==> src/rtl/sm_warp_alloc_if.sv <==
// Handshake bundle for the warp-slot allocator: TPC request/response
// channels plus the warp launch and warp completion channels.
interface sm_warp_alloc_if #(
    parameter int NUM_WARP      = 8,
    parameter int MAX_BLK_WARPS = 4,
    parameter int WID_W         = $clog2(NUM_WARP),
    parameter int CNT_W         = $clog2(MAX_BLK_WARPS + 1)
);
    logic             tpc_req_valid;
    logic             tpc_req_ready;
    logic [CNT_W-1:0] tpc_req_nwarp;

    logic             tpc_rsp_valid;
    logic             tpc_rsp_ready;
    logic [WID_W-1:0] tpc_rsp_wid;

    logic             sm_warp_req_valid;
    logic             sm_warp_req_ready;
    logic [WID_W-1:0] sm_warp_req_wid;
    logic             sm_warp_req_last;

    logic             sm_warp_rsp_valid;
    logic             sm_warp_rsp_ready;
    logic [WID_W-1:0] sm_warp_rsp_wid;

    // allocator side
    modport slave (
        input  tpc_req_valid,
        input  tpc_req_nwarp,
        output tpc_req_ready,
        output tpc_rsp_valid,
        output tpc_rsp_wid,
        input  tpc_rsp_ready,
        output sm_warp_req_valid,
        output sm_warp_req_wid,
        output sm_warp_req_last,
        input  sm_warp_req_ready,
        input  sm_warp_rsp_valid,
        input  sm_warp_rsp_wid,
        output sm_warp_rsp_ready
    );

    // TPC / launcher side
    modport master (
        output tpc_req_valid,
        output tpc_req_nwarp,
        input  tpc_req_ready,
        input  tpc_rsp_valid,
        input  tpc_rsp_wid,
        output tpc_rsp_ready,
        input  sm_warp_req_valid,
        input  sm_warp_req_wid,
        input  sm_warp_req_last,
        output sm_warp_req_ready,
        output sm_warp_rsp_valid,
        output sm_warp_rsp_wid,
        input  sm_warp_rsp_ready
    );
endinterface

==> src/rtl/sm_warp_alloc.sv <==
// Warp-slot allocator: waits for enough free slots, issues one warp id per
// cycle round-robin, and forwards warp completions to the TPC via a FIFO.
module sm_warp_alloc #(
    parameter int NUM_WARP      = 8,
    parameter int WID_W         = $clog2(NUM_WARP),
    parameter int MAX_BLK_WARPS = 4,
    parameter int CNT_W         = $clog2(MAX_BLK_WARPS + 1),
    parameter int RSP_DEPTH     = 4
) (
    input  logic           clk,
    input  logic           rst_n,
    sm_warp_alloc_if.slave bus,
    output logic [WID_W:0] free_cnt,
    output logic           err
);
    localparam int PTR_W = $clog2(RSP_DEPTH);

    localparam logic [WID_W-1:0] LAST_WID = WID_W'(NUM_WARP - 1);
    localparam logic [WID_W-1:0] WID_ONE  = WID_W'(1);
    localparam logic [WID_W:0]   FC_ONE   = (WID_W + 1)'(1);
    localparam logic [WID_W:0]   FC_RST   = (WID_W + 1)'(NUM_WARP);
    localparam logic [CNT_W-1:0] REM_ONE  = CNT_W'(1);
    localparam logic [CNT_W-1:0] REM_MAX  = CNT_W'(MAX_BLK_WARPS);
    localparam logic [PTR_W-1:0] PTR_ONE  = PTR_W'(1);
    localparam logic [PTR_W:0]   CNT_ONE  = (PTR_W + 1)'(1);
    localparam logic [PTR_W:0]   FIFO_FULL = (PTR_W + 1)'(RSP_DEPTH);

    typedef enum logic [1:0] {
        S_IDLE,
        S_WAIT,
        S_ALLOC
    } state_t;

    state_t state, state_n;

    logic [NUM_WARP-1:0] bitmap, bitmap_n;
    logic [CNT_W-1:0]    rem;
    logic [CNT_W-1:0]    req_rem;
    logic [WID_W-1:0]    rr_ptr;
    logic [WID_W-1:0]    wid_q;
    logic [WID_W-1:0]    wid_after;
    logic                load_wid;

    logic [WID_W-1:0]    srch_start;
    logic [NUM_WARP-1:0] srch_map;
    logic [WID_W-1:0]    srch_wid;

    logic req_fire;
    logic alloc_fire;
    logic cpl_fire;
    logic cpl_hit;
    logic push;
    logic pop;

    logic [WID_W-1:0] mem [RSP_DEPTH];
    logic [PTR_W-1:0] wr_ptr, rd_ptr;
    logic [PTR_W:0]   fifo_cnt;

    assign req_fire   = bus.tpc_req_valid & bus.tpc_req_ready;
    assign alloc_fire = bus.sm_warp_req_valid & bus.sm_warp_req_ready;
    assign cpl_fire   = bus.sm_warp_rsp_valid & bus.sm_warp_rsp_ready;
    assign cpl_hit    = cpl_fire & bitmap[bus.sm_warp_rsp_wid];
    assign push       = cpl_hit;
    assign pop        = bus.tpc_rsp_valid & bus.tpc_rsp_ready;

    // Oversized requests are clamped to the per-block maximum.
    assign req_rem = (bus.tpc_req_nwarp > REM_MAX) ? REM_MAX
                                                   : bus.tpc_req_nwarp;

    assign wid_after = (wid_q == LAST_WID) ? '0 : wid_q + WID_ONE;

    assign bus.sm_warp_req_wid  = wid_q;
    assign bus.sm_warp_req_last = (state == S_ALLOC) && (rem == REM_ONE);

    assign bus.tpc_rsp_valid     = (fifo_cnt != '0);
    assign bus.tpc_rsp_wid       = mem[rd_ptr];
    assign bus.sm_warp_rsp_ready = (fifo_cnt != FIFO_FULL);

    // State register.
    always_ff @(posedge clk or negedge rst_n) begin
        if (!rst_n) begin
            state <= S_IDLE;
        end else begin
            state <= state_n;
        end
    end

    // Next-state logic and handshake outputs of the allocation FSM.
    always_comb begin
        state_n               = state;
        bus.tpc_req_ready     = 1'b0;
        bus.sm_warp_req_valid = 1'b0;
        load_wid              = 1'b0;
        unique case (state)
            S_IDLE: begin
                bus.tpc_req_ready = 1'b1;
                if (bus.tpc_req_valid && (bus.tpc_req_nwarp != '0)) begin
                    state_n = S_WAIT;
                end
            end
            S_WAIT: begin
                if (int'(free_cnt) >= int'(rem)) begin
                    state_n  = S_ALLOC;
                    load_wid = 1'b1;
                end
            end
            S_ALLOC: begin
                bus.sm_warp_req_valid = 1'b1;
                if (bus.sm_warp_req_ready) begin
                    if (rem == REM_ONE) begin
                        state_n = S_IDLE;
                    end else begin
                        load_wid = 1'b1;
                    end
                end
            end
            default: begin
                state_n = S_IDLE;
            end
        endcase
    end

    // Search inputs: after a fire the slot just issued is masked out and
    // the search resumes right after it; slots freed this cycle still
    // look busy because the search sees the current bitmap.
    always_comb begin
        srch_start = rr_ptr;
        srch_map   = bitmap;
        if (state == S_ALLOC) begin
            srch_start = wid_after;
            srch_map   = bitmap | (NUM_WARP'(1) << wid_q);
        end
    end

    // First free slot at or after srch_start, wrapping around.
    always_comb begin
        int   idx;
        logic found;
        srch_wid = '0;
        found    = 1'b0;
        idx      = 0;
        for (int i = 0; i < NUM_WARP; i++) begin
            idx = int'(srch_start) + i;
            if (idx >= NUM_WARP) begin
                idx = idx - NUM_WARP;
            end
            if (!found && !srch_map[idx]) begin
                found    = 1'b1;
                srch_wid = WID_W'(idx);
            end
        end
    end

    // Block bookkeeping: remaining warps, registered launch id, rr pointer.
    always_ff @(posedge clk or negedge rst_n) begin
        if (!rst_n) begin
            rem    <= '0;
            wid_q  <= '0;
            rr_ptr <= '0;
        end else begin
            if (req_fire) begin
                rem <= req_rem;
            end else if (alloc_fire) begin
                rem <= rem - REM_ONE;
            end
            if (load_wid) begin
                wid_q <= srch_wid;
            end
            if (alloc_fire) begin
                rr_ptr <= wid_after;
            end
        end
    end

    // Slot ownership after this cycle's launch and completion.
    always_comb begin
        bitmap_n = bitmap;
        if (alloc_fire) begin
            bitmap_n[wid_q] = 1'b1;
        end
        if (cpl_hit) begin
            bitmap_n[bus.sm_warp_rsp_wid] = 1'b0;
        end
    end

    // Slot bitmap, free counter and unknown-completion pulse.
    always_ff @(posedge clk or negedge rst_n) begin
        if (!rst_n) begin
            bitmap   <= '0;
            free_cnt <= FC_RST;
            err      <= 1'b0;
        end else begin
            bitmap <= bitmap_n;
            unique case ({alloc_fire, cpl_hit})
                2'b10:   free_cnt <= free_cnt - FC_ONE;
                2'b01:   free_cnt <= free_cnt + FC_ONE;
                default: free_cnt <= free_cnt;
            endcase
            err <= cpl_fire & ~cpl_hit;
        end
    end

    // Completion FIFO towards the TPC.
    always_ff @(posedge clk or negedge rst_n) begin
        if (!rst_n) begin
            wr_ptr   <= '0;
            rd_ptr   <= '0;
            fifo_cnt <= '0;
            for (int i = 0; i < RSP_DEPTH; i++) begin
                mem[i] <= '0;
            end
        end else begin
            if (push) begin
                mem[wr_ptr] <= bus.sm_warp_rsp_wid;
                wr_ptr      <= wr_ptr + PTR_ONE;
            end
            if (pop) begin
                rd_ptr <= rd_ptr + PTR_ONE;
            end
            unique case ({push, pop})
                2'b10:   fifo_cnt <= fifo_cnt + CNT_ONE;
                2'b01:   fifo_cnt <= fifo_cnt - CNT_ONE;
                default: fifo_cnt <= fifo_cnt;
            endcase
        end
    end
endmodule

==> src/flat_wrapper.sv <==
// flat-port wrapper written by rule: the top's interface ports become plain ports
module sm_warp_alloc_flat 
#(
    parameter int NUM_WARP      = 8,
    parameter int WID_W         = $clog2(NUM_WARP),
    parameter int MAX_BLK_WARPS = 4,
    parameter int CNT_W         = $clog2(MAX_BLK_WARPS + 1),
    parameter int RSP_DEPTH     = 4
)
  (clk, rst_n, free_cnt, err, bus_tpc_req_valid, bus_tpc_req_nwarp, bus_tpc_req_ready, bus_tpc_rsp_valid, bus_tpc_rsp_wid, bus_tpc_rsp_ready, bus_sm_warp_req_valid, bus_sm_warp_req_wid, bus_sm_warp_req_last, bus_sm_warp_req_ready, bus_sm_warp_rsp_valid, bus_sm_warp_rsp_wid, bus_sm_warp_rsp_ready);
  sm_warp_alloc_if #(.NUM_WARP(NUM_WARP), .MAX_BLK_WARPS(MAX_BLK_WARPS), .WID_W(WID_W), .CNT_W(CNT_W)) bus_i ();
  input  logic clk;
  input  logic rst_n;
  output logic [WID_W:0] free_cnt;
  output logic err;
  input wire logic [$bits(bus_i.tpc_req_valid)-1:0] bus_tpc_req_valid;
  input wire logic [$bits(bus_i.tpc_req_nwarp)-1:0] bus_tpc_req_nwarp;
  output wire logic [$bits(bus_i.tpc_req_ready)-1:0] bus_tpc_req_ready;
  output wire logic [$bits(bus_i.tpc_rsp_valid)-1:0] bus_tpc_rsp_valid;
  output wire logic [$bits(bus_i.tpc_rsp_wid)-1:0] bus_tpc_rsp_wid;
  input wire logic [$bits(bus_i.tpc_rsp_ready)-1:0] bus_tpc_rsp_ready;
  output wire logic [$bits(bus_i.sm_warp_req_valid)-1:0] bus_sm_warp_req_valid;
  output wire logic [$bits(bus_i.sm_warp_req_wid)-1:0] bus_sm_warp_req_wid;
  output wire logic [$bits(bus_i.sm_warp_req_last)-1:0] bus_sm_warp_req_last;
  input wire logic [$bits(bus_i.sm_warp_req_ready)-1:0] bus_sm_warp_req_ready;
  input wire logic [$bits(bus_i.sm_warp_rsp_valid)-1:0] bus_sm_warp_rsp_valid;
  input wire logic [$bits(bus_i.sm_warp_rsp_wid)-1:0] bus_sm_warp_rsp_wid;
  output wire logic [$bits(bus_i.sm_warp_rsp_ready)-1:0] bus_sm_warp_rsp_ready;
  assign bus_i.tpc_req_valid = bus_tpc_req_valid;
  assign bus_i.tpc_req_nwarp = bus_tpc_req_nwarp;
  assign bus_tpc_req_ready = bus_i.tpc_req_ready;
  assign bus_tpc_rsp_valid = bus_i.tpc_rsp_valid;
  assign bus_tpc_rsp_wid = bus_i.tpc_rsp_wid;
  assign bus_i.tpc_rsp_ready = bus_tpc_rsp_ready;
  assign bus_sm_warp_req_valid = bus_i.sm_warp_req_valid;
  assign bus_sm_warp_req_wid = bus_i.sm_warp_req_wid;
  assign bus_sm_warp_req_last = bus_i.sm_warp_req_last;
  assign bus_i.sm_warp_req_ready = bus_sm_warp_req_ready;
  assign bus_i.sm_warp_rsp_valid = bus_sm_warp_rsp_valid;
  assign bus_i.sm_warp_rsp_wid = bus_sm_warp_rsp_wid;
  assign bus_sm_warp_rsp_ready = bus_i.sm_warp_rsp_ready;
  sm_warp_alloc #(.NUM_WARP(NUM_WARP), .WID_W(WID_W), .MAX_BLK_WARPS(MAX_BLK_WARPS), .CNT_W(CNT_W), .RSP_DEPTH(RSP_DEPTH)) u_core (.clk(clk), .rst_n(rst_n), .bus(bus_i), .free_cnt(free_cnt), .err(err));
endmodule
==> config.mk <==
export PLATFORM = sky130hd
export DESIGN_NAME = sm_warp_alloc_flat
export DESIGN_NICKNAME = d
export VERILOG_FILES = /design/src/rtl/sm_warp_alloc_if.sv /design/src/rtl/sm_warp_alloc.sv /design/src/flat_wrapper.sv
export SDC_FILE = /design/constraint.sdc
export NUM_CORES = 1
export LEC_CHECK = 0
export CORE_MARGIN = 5
export CORE_UTILIZATION = 53
export CTS_CLUSTER_SIZE = 24
export DETAILED_ROUTE_END_ITERATION = 12
export MAX_ROUTING_LAYER = met4
export PLACE_DENSITY = 0.81
export SLEW_MARGIN = 15
export SYNTH_ARGS = -nofsm -noshare
export SYNTH_HDL_FRONTEND = slang
export SYNTH_SLANG_ARGS = --single-unit
==> constraint.sdc <==
create_clock -name clk -period 3.9 [get_ports clk]
set_clock_uncertainty 0.2 [all_clocks]
set_input_delay 0.78 -clock clk [delete_from_list [all_inputs] [get_ports clk]]
set_output_delay 0.78 -clock clk [all_outputs]
set_load 0.01 [all_outputs]
==> impl_results.rst <==
.. list-table::
   :header-rows: 1

   * - Metric
     - Value
   * - Cell row count
     - 29
   * - Die Area
     - 8310 sq um
   * - Final Hold Violating Endpoints
     - 0
   * - Number of max-cap violations
     - 0
   * - Post-synthesis share of cell area spent on and, or, nand and nor gates
     - 16.4%
   * - Final nets
     - 465
   * - Fraction of the mapped netlist area in compound gates
     - 21.8%
   * - Ant. Diodes
     - 0
   * - Combinational family with the most area after synthesis
     - compound AO/OA/AOI/OAI gates
   * - Detailed-route wire length per cell
     - 17.5 um
   * - Final non-filler cell area
     - 4110 sq um
   * - GPL Wtd Cong
     - 1.03
   * - Top achievable clock speed
     - 0.270 GHz
   * - Count of state elements after synthesis
     - 43
   * - Final period util
     - 94.9%
   * - Count of input and output buffers
     - 27
   * - Headroom to the max-slew limit
     - 36.0%
   * - Count of pins on the block boundary
     - 28
   * - Initial antenna violation count
     - 0
   * - Xor and xnor fraction of the mapped netlist area
     - 3.51%
   * - Avg Vias per Cell
     - 6.26
   * - Netlist area before placement
     - 3490 sq um
   * - Area of the core region
     - 6390 sq um
   * - Worst stage delay on the critical path
     - 0.45 ns
   * - Global-route usage over all layers
     - 22.3%
   * - Clock buffers created by TritonCTS
     - 5
   * - Detailed-route wire length
     - 8.83 mm
   * - Final count of negative-setup-slack endpoints
     - 0
   * - Worst EP required
     - 3.91 ns
   * - Mapped Cells
     - 379
   * - Post-synth net total
     - 418
   * - Share of cell area taken by muxes after synthesis
     - 12.7%
   * - Wire length of the first global-routing pass
     - 15.0 mm
   * - CTS clk-pin slew, worst paths
     - 0.09 ns
   * - Final Max Slew Viols
     - 0
   * - Final-layout fill cell count
     - 541
   * - Starting density of the core
     - 54.6%
   * - Pin count of the biggest net entering global routing
     - 44
   * - Final HPWL DP
     - 6.75 mm
   * - Pre-CTS setup slack
     - 0.116 ns
   * - Synth async-reset ratio
     - 100%
   * - Hold/Removal Path Class
     - reg -> reg
   * - CP max stage cell
     - sky130_fd_sc_hd__or4_4
   * - Setup crit end kind
     - flip-flop
   * - Final setup slack of the worst path
     - 0.198 ns
   * - Cells after DPL
     - 494
   * - Dpl cell area
     - 3970 sq um
   * - Number of design-rule violations left by the first detailed-router iteration
     - 347
   * - Final Non-Filler Cells
     - 504
   * - Post-synth EDFFs
     - 0
   * - Sequential area share after synthesis
     - 30.9%
   * - Fraction of final layout cells sized beyond drive strength 1
     - 20.4%
   * - Clock latency reported for the late side of the worst-skew pair
     - 0.30 ns
   * - Crit path max fanout
     - 11
   * - Count of distinct cell types in the synthesized netlist
     - 63
   * - Time the worst path needs with I/O delays and setup
     - 3.70 ns
   * - Crit path DAT
     - 3.71 ns
   * - Result of the run
     - finished clean
   * - H-tree lvl count
     - 2
   * - Kind of start point of the critical path
     - flip-flop
   * - Adder and majority gate portion of the synthesized area
     - 10.1%
   * - Number of global-route vias before repair
     - 3134
   * - Total number of yosys warnings
     - 0
   * - Most instantiated flip-flop cell in the synthesis netlist
     - sky130_fd_sc_hd__dfrtp_1
   * - Area growth from synthesis to layout
     - 17.9%
   * - Clock tree buffer depth
     - 2
   * - CP Cell Sequence
     - ha_1, ha_1, nand3b_1, o21a_1, buf_4, ha_1, or3_4, nand2_1, mux4_2, or4_4, nor3_4, a21oi_2, a211oi_2
   * - Number of remaining DRC errors
     - 0
   * - Commonest cells after routing, fill and taps aside
     - sky130_fd_sc_hd__dfrtp_1 (42), sky130_fd_sc_hd__a21oi_1 (38), sky130_fd_sc_hd__nand2_1 (37)
   * - Worst setup path class
     - reg -> reg
   * - Most common cell after layout, fill and taps aside
     - sky130_fd_sc_hd__dfrtp_1
   * - Die W
     - 91.1 um
   * - Clock net sink count
     - 43
   * - Cell mode on critical path
     - sky130_fd_sc_hd__ha_1
   * - TritonCTS clock tree
     - yes
   * - Area of all sequential standard cells
     - 1080 sq um
   * - Total congestion overflow after global routing
     - 0
   * - Overall die height
     - 91.1 um
   * - Fin util
     - 64.4%
   * - Area of the multi-input gates
     - 2270 sq um
   * - Number of detailed-route iterations in the first pass
     - 5
   * - CTS Root Cell
     - sky130_fd_sc_hd__clkbuf_8
   * - Synthesized area divided by synthesized cell count
     - 9.21 sq um
   * - Transition time of the tightest slew-check pin
     - 0.961 ns
   * - Number of antenna-violating nets in the routed design
     - 0
   * - Vias
     - 3157
[cell families (layout without fill, tap and decap cells)]
group / count (synthesis) / in the layout
flip-flops: 43 / 43
AO/OA/AOI/OAI: 117 / 117
AND/OR/NAND/NOR: 108 / 108
buffers and inverters: 39 / 87
XOR/XNOR: 14 / 14
multiplexers: 31 / 31
adder cells (fa/ha/maj): 27 / 27
[registers in the layout, indices dropped and copies added (netlist names)]
register                    count
u_core.rd_ptr                   2
u_core.free_cnt                 4
u_core.rr_ptr                   3
u_core.rem                      3
u_core.wr_ptr                   2
u_core.mem                     12
u_core.bitmap                   8
u_core.state                    2
u_core.err                      1
u_core.fifo_cnt                 3
u_core.bus.sm_warp_req_wid      3
[path summary, 6_finish.rpt]
check | startpoint | end | slack [ns] | cells past startpoint
worst min register to register | u_core.fifo_cnt[0] | u_core.fifo_cnt[0] | 0.30 | 1
worst max register to register | u_core.bus.sm_warp_req_wid[0] | u_core.bus.sm_warp_req_wid[0] | 0.20 | 13
min in group asynchronous | rst_n | u_core.fifo_cnt[0] | 0.42 | 1
max in group asynchronous | rst_n | u_core.bus.sm_warp_req_wid[2] | 2.47 | 1
worst max-delay path | u_core.bus.sm_warp_req_wid[0] | u_core.bus.sm_warp_req_wid[0] | 0.20 | 13
worst min-delay path | u_core.fifo_cnt[0] | u_core.fifo_cnt[0] | 0.30 | 1
[what timing repair did]
item / CTS / global route
resized for setup: 0 / 5
hold buffers: 0 / 0
buffers inserted: 0 / 2
setup endpoints to repair: 0 / 3
[stage by stage]
step / setup TNS, ns / hold slack [ns]
global placement: 0 / 0.273
CTS: 0 / 0.298
detailed placement: 0 / 0.283
finish: 0 / 0.302
global route: -0.00400 / 0.305
floorplan: 0 / 0.254
[metal layers]
metal | GRT usage [%] | vias up | wire length (um)
met5 | - | - | 0
met4 | 6.85 | 0 | 244
met3 | 3.97 | 26 | 588
met2 | 35.2 | 155 | 4250
met1 | 29.5 | 1498 | 3750
li1 | - | 1478 | -
[critical path: cells and delay by family (launching register included)]
| family | cells | cell delay, ns |
|---|---|---|
| AND/OR/NAND/NOR | 5 | 1.38 |
| adder cells (fa/ha/maj) | 3 | 0.71 |
| AO/OA/AOI/OAI | 3 | 0.43 |
| flip-flops | 1 | 0.42 |
| multiplexers | 1 | 0.30 |
| buffers and inverters | 1 | 0.18 |
[Yosys cell counts, drive strengths merged, types with 5 or more instances]
cell     n  area (sq um)
mux4     9           203
a31oi   12          75.1
xnor2   10          87.6
nor3     9          56.3
and2     5          33.8
inv     23          86.3
mux2    16           180
nor2    22          97.6
nand2   37           139
nand3b   5          37.5
nand3   10          50.1
o21ai   22           110
clkbuf   8          30.0
dfrtp   42          1050
ha      25           313
mux2i    6          60.1
buf      7          42.5
a21oi   39           199
a211oi   7          57.6
a31o     5          43.8
[area by class of cell]
class | count | share of cell area, %
clock buffer | 8 | 2.43
inverter | 24 | 2.19
multi-input combinational | 297 | 55.3
sequential | 43 | 26.2
tap | 77 | 2.34
timing repair buffer | 55 | 11.6
Power is not shown: default switching activity piles up to over one toggle a cycle in this logic, so the estimate is an artifact.
